--- src/rtl/line_fill_reader_pkg.sv ---
// Shared definitions for the line-fill reader: cache-line geometry, AXI
// widths, request/response field types and the fill FSM state encoding.
package line_fill_reader_pkg;

   localparam int AXI_ADDR_WIDTH          = 32;
   localparam int AXI_DATA_WIDTH          = 32;
   localparam int CACHE_LINE_BITS         = 512;
   localparam int CACHE_LINE_OFFSET_WIDTH = $clog2(CACHE_LINE_BITS / 8);
   localparam int L1_MISS_ENTRIES         = 8;

   localparam logic [1:0] AXI_BURST_INCR = 2'b01;

   typedef logic [AXI_ADDR_WIDTH-CACHE_LINE_OFFSET_WIDTH-1:0] cache_line_index_t;
   typedef logic [$clog2(L1_MISS_ENTRIES)-1:0]                l1_miss_entry_idx_t;
   typedef logic [CACHE_LINE_BITS-1:0]                        cache_line_data_t;

   // One fill at a time walks through these four phases.
   typedef enum logic [1:0] {
      LF_IDLE,
      LF_ADDR,
      LF_DATA,
      LF_RESP
   } line_fill_state_t;

endpackage

--- src/rtl/line_fill_reader_if.sv ---
// AXI4 bus bundle. Signals prefixed m_ are driven by the master, s_ by the
// slave. The line-fill reader uses the read channels and ties off the rest.
interface axi4_interface;
   import line_fill_reader_pkg::*;

   // Read address channel
   logic [AXI_ADDR_WIDTH-1:0]   m_araddr;
   logic [7:0]                  m_arlen;
   logic [2:0]                  m_arsize;
   logic [1:0]                  m_arburst;
   logic [3:0]                  m_arcache;
   logic                        m_arvalid;
   logic                        s_arready;

   // Read data channel
   logic [AXI_DATA_WIDTH-1:0]   s_rdata;
   logic [1:0]                  s_rresp;
   logic                        s_rlast;
   logic                        s_rvalid;
   logic                        m_rready;

   // Write address channel
   logic [AXI_ADDR_WIDTH-1:0]   m_awaddr;
   logic [7:0]                  m_awlen;
   logic [2:0]                  m_awsize;
   logic [1:0]                  m_awburst;
   logic [3:0]                  m_awcache;
   logic                        m_awvalid;
   logic                        s_awready;

   // Write data channel
   logic [AXI_DATA_WIDTH-1:0]   m_wdata;
   logic [AXI_DATA_WIDTH/8-1:0] m_wstrb;
   logic                        m_wlast;
   logic                        m_wvalid;
   logic                        s_wready;

   // Write response channel
   logic [1:0]                  s_bresp;
   logic                        s_bvalid;
   logic                        m_bready;

   modport master (
      output m_araddr, m_arlen, m_arsize, m_arburst, m_arcache, m_arvalid,
      input  s_arready,
      input  s_rdata, s_rresp, s_rlast, s_rvalid,
      output m_rready,
      output m_awaddr, m_awlen, m_awsize, m_awburst, m_awcache, m_awvalid,
      input  s_awready,
      output m_wdata, m_wstrb, m_wlast, m_wvalid,
      input  s_wready,
      input  s_bresp, s_bvalid,
      output m_bready
   );

   modport slave (
      input  m_araddr, m_arlen, m_arsize, m_arburst, m_arcache, m_arvalid,
      output s_arready,
      output s_rdata, s_rresp, s_rlast, s_rvalid,
      input  m_rready,
      input  m_awaddr, m_awlen, m_awsize, m_awburst, m_awcache, m_awvalid,
      output s_awready,
      input  m_wdata, m_wstrb, m_wlast, m_wvalid,
      output s_wready,
      output s_bresp, s_bvalid,
      input  m_bready
   );

endinterface

--- src/rtl/line_fill_reader.sv ---
// Line-fill reader: accepts one cache-line fill request, issues a single
// INCR AXI read burst for the whole line, packs the beats (first beat at the
// MSB end of the line) and presents the assembled line until it is taken.
// Optional build macro LINE_FILL_PERF_EN adds the perf_events[1:0] output
// (bit 0: request accepted, bit 1: data phase cycle without a beat).
module line_fill_reader
   import line_fill_reader_pkg::*;
#(
   parameter logic [3:0] ARCACHE_VALUE = 4'b0011,
   // Must be a power of two, at least 2.
   parameter int         BEATS         = CACHE_LINE_BITS / AXI_DATA_WIDTH
) (
   input  logic               clk,
   input  logic               reset,
   input  logic               fill_req_valid,
   output logic               fill_req_ready,
   input  cache_line_index_t  fill_req_addr,
   input  l1_miss_entry_idx_t fill_req_id,
   output logic               fill_rsp_valid,
   input  logic               fill_rsp_ready,
   output cache_line_index_t  fill_rsp_addr,
   output l1_miss_entry_idx_t fill_rsp_id,
   output cache_line_data_t   fill_rsp_data,
   axi4_interface.master      axi_bus
`ifdef LINE_FILL_PERF_EN
   ,
   output logic [1:0]         perf_events
`endif
);

   localparam int                BEAT_W    = $clog2(BEATS);
   localparam logic [BEAT_W-1:0] LAST_BEAT = BEAT_W'(BEATS - 1);
   localparam logic [7:0]        AR_LEN    = 8'(BEATS - 1);
   localparam logic [2:0]        AR_SIZE   = 3'($clog2(AXI_DATA_WIDTH / 8));

   line_fill_state_t   state_q, state_d;
   cache_line_index_t  addr_q, addr_d;
   l1_miss_entry_idx_t id_q, id_d;
   logic [BEAT_W-1:0]  beat_q, beat_d;
   logic               beat_we;
   logic               ar_valid;
   logic               r_ready;

   // Word k of the burst lives in element BEATS-1-k, so beat 0 lands at the MSB.
   logic [BEATS-1:0][AXI_DATA_WIDTH-1:0] line_q;

   // Next-state, request capture and handshake decode for the fill sequence.
   always_comb begin
      // NOTE: every signal written here gets a default first, so no path through the case can infer a latch.
      state_d        = state_q;
      addr_d         = addr_q;
      id_d           = id_q;
      beat_d         = beat_q;
      beat_we        = 1'b0;
      fill_req_ready = 1'b0;
      fill_rsp_valid = 1'b0;
      ar_valid       = 1'b0;
      r_ready        = 1'b0;

      case (state_q)
         LF_IDLE: begin
            fill_req_ready = 1'b1;
            if (fill_req_valid) begin
               addr_d  = fill_req_addr;
               id_d    = fill_req_id;
               beat_d  = '0;
               state_d = LF_ADDR;
            end
         end
         LF_ADDR: begin
            ar_valid = 1'b1;
            if (axi_bus.s_arready) begin
               state_d = LF_DATA;
            end
         end
         LF_DATA: begin
            r_ready = 1'b1;
            if (axi_bus.s_rvalid) begin
               beat_we = 1'b1;
               beat_d  = beat_q + BEAT_W'(1);
               if (beat_q == LAST_BEAT) begin
                  state_d = LF_RESP;
               end
            end
         end
         LF_RESP: begin
            fill_rsp_valid = 1'b1;
            if (fill_rsp_ready) begin
               state_d = LF_IDLE;
            end
         end
         default: state_d = LF_IDLE;
      endcase

      // While reset is asserted the block looks idle on its outputs at once.
      if (!reset) begin
         beat_we        = 1'b0;
         fill_req_ready = 1'b1;
         fill_rsp_valid = 1'b0;
         ar_valid       = 1'b0;
         r_ready        = 1'b0;
      end
   end

   // Control state: FSM, captured request fields and beat counter.
   always_ff @(posedge clk) begin
      // NOTE: state registers use non-blocking assignment so every flop samples pre-edge values.
      if (!reset) begin
         state_q <= LF_IDLE;
         addr_q  <= '0;
         id_q    <= '0;
         beat_q  <= '0;
      end else begin
         state_q <= state_d;
         addr_q  <= addr_d;
         id_q    <= id_d;
         beat_q  <= beat_d;
      end
   end

   // Line assembly: each accepted beat is written into its word slot.
   always_ff @(posedge clk) begin
      // NOTE: the line buffer has no reset; it is only read after a full burst has overwritten every word.
      if (beat_we) begin
         line_q[LAST_BEAT - beat_q] <= axi_bus.s_rdata;
      end
   end

   assign fill_rsp_addr = addr_q;
   assign fill_rsp_id   = id_q;
   assign fill_rsp_data = line_q;

   // Read address and data channels.
   assign axi_bus.m_arvalid = ar_valid;
   assign axi_bus.m_araddr  = {addr_q, {CACHE_LINE_OFFSET_WIDTH{1'b0}}};
   assign axi_bus.m_arlen   = AR_LEN;
   assign axi_bus.m_arsize  = AR_SIZE;
   assign axi_bus.m_arburst = AXI_BURST_INCR;
   assign axi_bus.m_arcache = ARCACHE_VALUE;
   assign axi_bus.m_rready  = r_ready;

   // This block never writes; the write channels are held quiet.
   assign axi_bus.m_awaddr  = '0;
   assign axi_bus.m_awlen   = '0;
   assign axi_bus.m_awsize  = '0;
   assign axi_bus.m_awburst = '0;
   assign axi_bus.m_awcache = '0;
   assign axi_bus.m_awvalid = 1'b0;
   assign axi_bus.m_wdata   = '0;
   assign axi_bus.m_wstrb   = '0;
   assign axi_bus.m_wlast   = 1'b0;
   assign axi_bus.m_wvalid  = 1'b0;
   assign axi_bus.m_bready  = 1'b0;

   // Slave-side fields this reader has no use for.
   logic unused_axi;
   assign unused_axi = ^{axi_bus.s_rresp, axi_bus.s_rlast, axi_bus.s_awready,
                         axi_bus.s_wready, axi_bus.s_bresp, axi_bus.s_bvalid};

`ifdef LINE_FILL_PERF_EN
   assign perf_events[0] = reset & fill_req_valid & fill_req_ready;
   assign perf_events[1] = reset & (state_q == LF_DATA) & ~axi_bus.s_rvalid;
`endif

   // A slave may only present read data while the burst is in its data phase.
   a_rvalid_only_in_data: assert property (
      @(posedge clk) disable iff (!reset) axi_bus.s_rvalid |-> (state_q == LF_DATA)
   );

endmodule
--- src/flat_wrapper.sv ---
// flat-port wrapper written by rule: the top's interface ports become plain ports
module line_fill_reader_flat import line_fill_reader_pkg::*;
#(
   parameter logic [3:0] ARCACHE_VALUE = 4'b0011,
                                         
   parameter int         BEATS         = CACHE_LINE_BITS / AXI_DATA_WIDTH
)
  (clk, reset, fill_req_valid, fill_req_ready, fill_req_addr, fill_req_id, fill_rsp_valid, fill_rsp_ready, fill_rsp_addr, fill_rsp_id, fill_rsp_data, axi_bus_m_araddr, axi_bus_m_arlen, axi_bus_m_arsize, axi_bus_m_arburst, axi_bus_m_arcache, axi_bus_m_arvalid, axi_bus_s_arready, axi_bus_s_rdata, axi_bus_s_rresp, axi_bus_s_rlast, axi_bus_s_rvalid, axi_bus_m_rready, axi_bus_m_awaddr, axi_bus_m_awlen, axi_bus_m_awsize, axi_bus_m_awburst, axi_bus_m_awcache, axi_bus_m_awvalid, axi_bus_s_awready, axi_bus_m_wdata, axi_bus_m_wstrb, axi_bus_m_wlast, axi_bus_m_wvalid, axi_bus_s_wready, axi_bus_s_bresp, axi_bus_s_bvalid, axi_bus_m_bready);
  axi4_interface axi_bus_i ();
  input  logic clk;
  input  logic reset;
  input  logic fill_req_valid;
  output logic fill_req_ready;
  input  cache_line_index_t fill_req_addr;
  input  l1_miss_entry_idx_t fill_req_id;
  output logic fill_rsp_valid;
  input  logic fill_rsp_ready;
  output cache_line_index_t fill_rsp_addr;
  output l1_miss_entry_idx_t fill_rsp_id;
  output cache_line_data_t fill_rsp_data;
  output wire logic [$bits(axi_bus_i.m_araddr)-1:0] axi_bus_m_araddr;
  output wire logic [$bits(axi_bus_i.m_arlen)-1:0] axi_bus_m_arlen;
  output wire logic [$bits(axi_bus_i.m_arsize)-1:0] axi_bus_m_arsize;
  output wire logic [$bits(axi_bus_i.m_arburst)-1:0] axi_bus_m_arburst;
  output wire logic [$bits(axi_bus_i.m_arcache)-1:0] axi_bus_m_arcache;
  output wire logic [$bits(axi_bus_i.m_arvalid)-1:0] axi_bus_m_arvalid;
  input wire logic [$bits(axi_bus_i.s_arready)-1:0] axi_bus_s_arready;
  input wire logic [$bits(axi_bus_i.s_rdata)-1:0] axi_bus_s_rdata;
  input wire logic [$bits(axi_bus_i.s_rresp)-1:0] axi_bus_s_rresp;
  input wire logic [$bits(axi_bus_i.s_rlast)-1:0] axi_bus_s_rlast;
  input wire logic [$bits(axi_bus_i.s_rvalid)-1:0] axi_bus_s_rvalid;
  output wire logic [$bits(axi_bus_i.m_rready)-1:0] axi_bus_m_rready;
  output wire logic [$bits(axi_bus_i.m_awaddr)-1:0] axi_bus_m_awaddr;
  output wire logic [$bits(axi_bus_i.m_awlen)-1:0] axi_bus_m_awlen;
  output wire logic [$bits(axi_bus_i.m_awsize)-1:0] axi_bus_m_awsize;
  output wire logic [$bits(axi_bus_i.m_awburst)-1:0] axi_bus_m_awburst;
  output wire logic [$bits(axi_bus_i.m_awcache)-1:0] axi_bus_m_awcache;
  output wire logic [$bits(axi_bus_i.m_awvalid)-1:0] axi_bus_m_awvalid;
  input wire logic [$bits(axi_bus_i.s_awready)-1:0] axi_bus_s_awready;
  output wire logic [$bits(axi_bus_i.m_wdata)-1:0] axi_bus_m_wdata;
  output wire logic [$bits(axi_bus_i.m_wstrb)-1:0] axi_bus_m_wstrb;
  output wire logic [$bits(axi_bus_i.m_wlast)-1:0] axi_bus_m_wlast;
  output wire logic [$bits(axi_bus_i.m_wvalid)-1:0] axi_bus_m_wvalid;
  input wire logic [$bits(axi_bus_i.s_wready)-1:0] axi_bus_s_wready;
  input wire logic [$bits(axi_bus_i.s_bresp)-1:0] axi_bus_s_bresp;
  input wire logic [$bits(axi_bus_i.s_bvalid)-1:0] axi_bus_s_bvalid;
  output wire logic [$bits(axi_bus_i.m_bready)-1:0] axi_bus_m_bready;
  assign axi_bus_m_araddr = axi_bus_i.m_araddr;
  assign axi_bus_m_arlen = axi_bus_i.m_arlen;
  assign axi_bus_m_arsize = axi_bus_i.m_arsize;
  assign axi_bus_m_arburst = axi_bus_i.m_arburst;
  assign axi_bus_m_arcache = axi_bus_i.m_arcache;
  assign axi_bus_m_arvalid = axi_bus_i.m_arvalid;
  assign axi_bus_i.s_arready = axi_bus_s_arready;
  assign axi_bus_i.s_rdata = axi_bus_s_rdata;
  assign axi_bus_i.s_rresp = axi_bus_s_rresp;
  assign axi_bus_i.s_rlast = axi_bus_s_rlast;
  assign axi_bus_i.s_rvalid = axi_bus_s_rvalid;
  assign axi_bus_m_rready = axi_bus_i.m_rready;
  assign axi_bus_m_awaddr = axi_bus_i.m_awaddr;
  assign axi_bus_m_awlen = axi_bus_i.m_awlen;
  assign axi_bus_m_awsize = axi_bus_i.m_awsize;
  assign axi_bus_m_awburst = axi_bus_i.m_awburst;
  assign axi_bus_m_awcache = axi_bus_i.m_awcache;
  assign axi_bus_m_awvalid = axi_bus_i.m_awvalid;
  assign axi_bus_i.s_awready = axi_bus_s_awready;
  assign axi_bus_m_wdata = axi_bus_i.m_wdata;
  assign axi_bus_m_wstrb = axi_bus_i.m_wstrb;
  assign axi_bus_m_wlast = axi_bus_i.m_wlast;
  assign axi_bus_m_wvalid = axi_bus_i.m_wvalid;
  assign axi_bus_i.s_wready = axi_bus_s_wready;
  assign axi_bus_i.s_bresp = axi_bus_s_bresp;
  assign axi_bus_i.s_bvalid = axi_bus_s_bvalid;
  assign axi_bus_m_bready = axi_bus_i.m_bready;
  line_fill_reader #(.ARCACHE_VALUE(ARCACHE_VALUE), .BEATS(BEATS)) u_core (.clk(clk), .reset(reset), .fill_req_valid(fill_req_valid), .fill_req_ready(fill_req_ready), .fill_req_addr(fill_req_addr), .fill_req_id(fill_req_id), .fill_rsp_valid(fill_rsp_valid), .fill_rsp_ready(fill_rsp_ready), .fill_rsp_addr(fill_rsp_addr), .fill_rsp_id(fill_rsp_id), .fill_rsp_data(fill_rsp_data), .axi_bus(axi_bus_i));
endmodule
--- config.mk ---
export PLATFORM = sky130hd
export DESIGN_NAME = line_fill_reader_flat
export DESIGN_NICKNAME = d
export VERILOG_FILES = /design/src/rtl/line_fill_reader_pkg.sv /design/src/rtl/line_fill_reader_if.sv /design/src/rtl/line_fill_reader.sv /design/src/flat_wrapper.sv
export SDC_FILE = /design/constraint.sdc
export NUM_CORES = 1
export LEC_CHECK = 0
export CAP_MARGIN = 30
export CORE_AREA = 2 2 296 298
export DETAILED_ROUTE_END_ITERATION = 10
export DIE_AREA = 0 0 298 300
export GPL_TIMING_DRIVEN = 0
export PLACE_DENSITY_LB_ADDON = 0.3
export SLEW_MARGIN = 40
export SYNTH_ARGS = -nofsm -noshare
export SYNTH_HDL_FRONTEND = slang
export SYNTH_SLANG_ARGS = --single-unit
export TNS_END_PERCENT = 20
--- constraint.sdc ---
create_clock -name clk -period 4.63 [get_ports clk]
set_input_delay 0.463 -clock clk [delete_from_list [all_inputs] [get_ports clk]]
set_output_delay 0.463 -clock clk [all_outputs]
set_load 0.05 [all_outputs]
==> reports/qor.yml <==
grt:
  grt_pass1_vias: 10550
  grt-ovfl-total: 0
  grt_use_total_pct: 12.69
  grt_start_max_net_pins: 17
  antenna_found_initial: 3
  grt_pass1_wl_um: 81410
timing:
  rsz0062_at_grt: "false"
  fmax_mhz: 320.9
  setup_violations: 0
  hold_violations: 0
  period_needed_ns: 3.116
  fin_crit_sh_pct: 67.30
  fin_worst_skew_ns: 0.02293
  relSlewSlack_pct: 49.89
  timing.hold.ws_ns: 0.3268
  finalMaxSlewViolations: 0
  fin_ws_ns: 1.514
  tightest_slew_ns: 0.7494
place:
  numPortBuffers: 637
  hpwlAfterDp_um: 45950
  placed_area_um2: 27270
  place_ws_ns: 1.236
  place_congestion: 0.7471
status:
  run_status: "complete, no violations"
worst_setup_path:
  critPathMostFrequentCell: "buf_2"
  path_cells: "inv_1, ha_1, and3_2, nand2_1, nor3_2, buf_4, buf_2, buf_4, buf_2, buf_2, buf_2"
  startpoint_type: "flop"
  crit_arrival_ns: 3.41
  cp_max_fo: 8
  rrSetupSlack_ns: 1.51
  endpoint_kind: "flop"
  crit_type: "reg2reg"
  critical_path_required_ns: 4.92
  max_stage_delay_ns: 0.34
  slowest_stage: "dfxtp_1"
die:
  core-area_um2: 86210
  start_util_pct: 20.97
  die_w_um: 298
  top_level_ports: 758
  die_area_um2: 89400
  die_y_um: 300
  std_cell_rows: 108
power_and_ir_drop:
  ir_worst_vdd_v: 0.0002365
  power.leakage_uw: 0.01015
  fin_total_pwr_uw: 11100
  p_per_area_nw_per_um2: 382.8
logic_synthesis:
  yosys.area_share.simple_pct: 2.519
  ys_ff_latch: 547
  synth_area_um2: 18080
  synth_compound_area_share_pct: 1.509
  syn_area_per_cell_um2: 21.14
  synth_top_family_by_area: "buffers and inverters"
  synthMuxAreaShare_pct: 0.05537
  ys_warn_count: 0
  synthAdderAreaFrac_pct: 0.5537
  synth.distinct_cells: 32
  synth_xor_area_share_pct: 0.09690
  syn_inst: 855
  yosysSeqAreaShare_pct: 88.93
cts:
  clkTransAtPathRegs_ns: 0.06
  cts.sinks: 547
  h-tree-depth: 2
  cts-hold-fix-buffers: 0
  tritoncts: "yes"
  max-clock-path-buffers: 3
  cts_buffers: 56
  insertion_delay_ns: 0.60
  post_cts_buffers: 0
  cts_resized: 0
  root_buffer: "clkbuf_16"
detailed_routing:
  viasPerCell: 3.603
  wl_per_cell_um: 20.53
  ant_nets: 0
  first_pass_iters: 5
  num_vias: 10540
  drc: 0
  drtIter0Drc: 659
  wirelength_um: 60080
worst_hold_path:
  holdCritPathClass: "in2reg"
finish:
  final_cell_area_um2: 29000
  fill_cells: 8409
  diodes: 0
  layout-drive-gt1-share_pct: 18.18
  syn_to_final_growth_pct: 60.40
  nets: 1812
run:
  cap_violations: 0
synthesized netlist by cell type:
cell type	number	share of area [%]
nand4_1	4	0.14
or2b_1	1	0.042
buf_8	1	0.083
buf_6	3	0.19
and2_1	3	0.10
and2_4	1	0.048
nand2b_1	3	0.10
nor2_1	14	0.29
a21boi_0	28	1.2
mux2i_1	1	0.055
a21oi_2	1	0.048
and3_2	1	0.042
nor3_1	4	0.11
o21ai_0	1	0.028
o221a_2	1	0.062
edfxtp_1	512	85
and3_1	1	0.035
clkbuf_1	4	0.083
nand3_1	3	0.083
inv_1	5	0.10
buf_4	138	5.7
a21boi_1	3	0.12
xor2_1	2	0.097
conb_1	2	0.042
ha_1	8	0.55
nand2b_2	2	0.097
clkbuf_2	1	0.028
nand2_1	67	1.4
o2111ai_2	1	0.083
buf_2	3	0.083
or2_2	1	0.035
dfxtp_1	35	3.9
per-stage QoR:
step	TNS [ns]	utilization (%)	std cells
final	0	33.63	2926
after global routing	0	33.63	2926
after CTS	0	33.64	2926
after detailed placement	0	31.63	2826
after global placement	-860.53	30.52	2757
after floorplan	0	-	965
power breakdown:
group	total (µW)	internal (µW)	switching [µW]
Sequential	5520	5470	53.9
Combinational	1310	420	890
Clock	4270	2390	1880
Total	11100	8280	2820
worst max-delay path, delay by kind of cell (launching register included):
family	cells	cell delay, ns
adder cells (fa/ha/maj)	1	0.32
buffers and inverters	7	1.37
flip-flops	1	0.34
AND/OR/NAND/NOR	3	0.77
placed cells by master (no fill, tap or decap), drive strengths merged, types with 2 or more instances in the layout:
cell type      count
ha                 8
a21boi            31
xor2               2
clkinv            28
clkdlybuf4s50    633
bufinv             3
nor3               4
nand2             67
buf              218
nor2              14
edfxtp           512
inv                7
conb             112
clkinvlp           3
clkbuf            69
nand4              4
and3               2
nand3              3
dfxtp             35
and2               4
nand2b             5
registers in the layout (all words and copies together) (netlist names):
| name | flops |
|---|---|
| u_core.fill_rsp_data | 512 |
| u_core.fill_rsp_addr | 26 |
| u_core.state_q | 2 |
| u_core.beat_q | 4 |
| u_core.fill_rsp_id | 3 |
cell families after synthesis:
kind of cell | after synthesis
flip-flops | 547
buffers and inverters | 155
AND/OR/NAND/NOR | 105
AO/OA/AOI/OAI | 35
adder cells (fa/ha/maj) | 8
other | 2
XOR/XNOR | 2
multiplexers | 1
layout make-up:
class / instances / area [µm²] / area share (%)
Clock inverter: 36 / 297.8 / 1.027
Clock buffer: 64 / 1431 / 4.936
Timing Repair Buffer: 706 / 7222 / 24.91
Buffer: 150 / 1120 / 3.862
Tap cell: 1155 / 1445 / 4.984
Inverter: 5 / 18.77 / 0.06472
Multi-Input combinational cell: 263 / 1386 / 4.781
Sequential cell: 547 / 16080 / 55.44
layer usage:
layer | wire length (µm) | vias up | track usage, %
met4 | 1040 | 0 | 2.883
met2 | 29920 | 609 | 22.43
met3 | 5645 | 63 | 4.169
li1 | - | 4693 | -
met5 | 0 | - | 0
met1 | 23470 | 5177 | 14.93
worst paths after layout:
check,to,cells past startpoint,from
setup / recovery,u_core.fill_rsp_data[510],11,u_core.state_q[0]
hold / removal,u_core.fill_rsp_data[266],1,axi_bus_s_rdata[10]
setup reg to reg,u_core.fill_rsp_data[510],11,u_core.state_q[0]
hold reg to reg,u_core.fill_rsp_id[2],2,u_core.fill_rsp_id[2]
(Power assumes the default switching activity.)
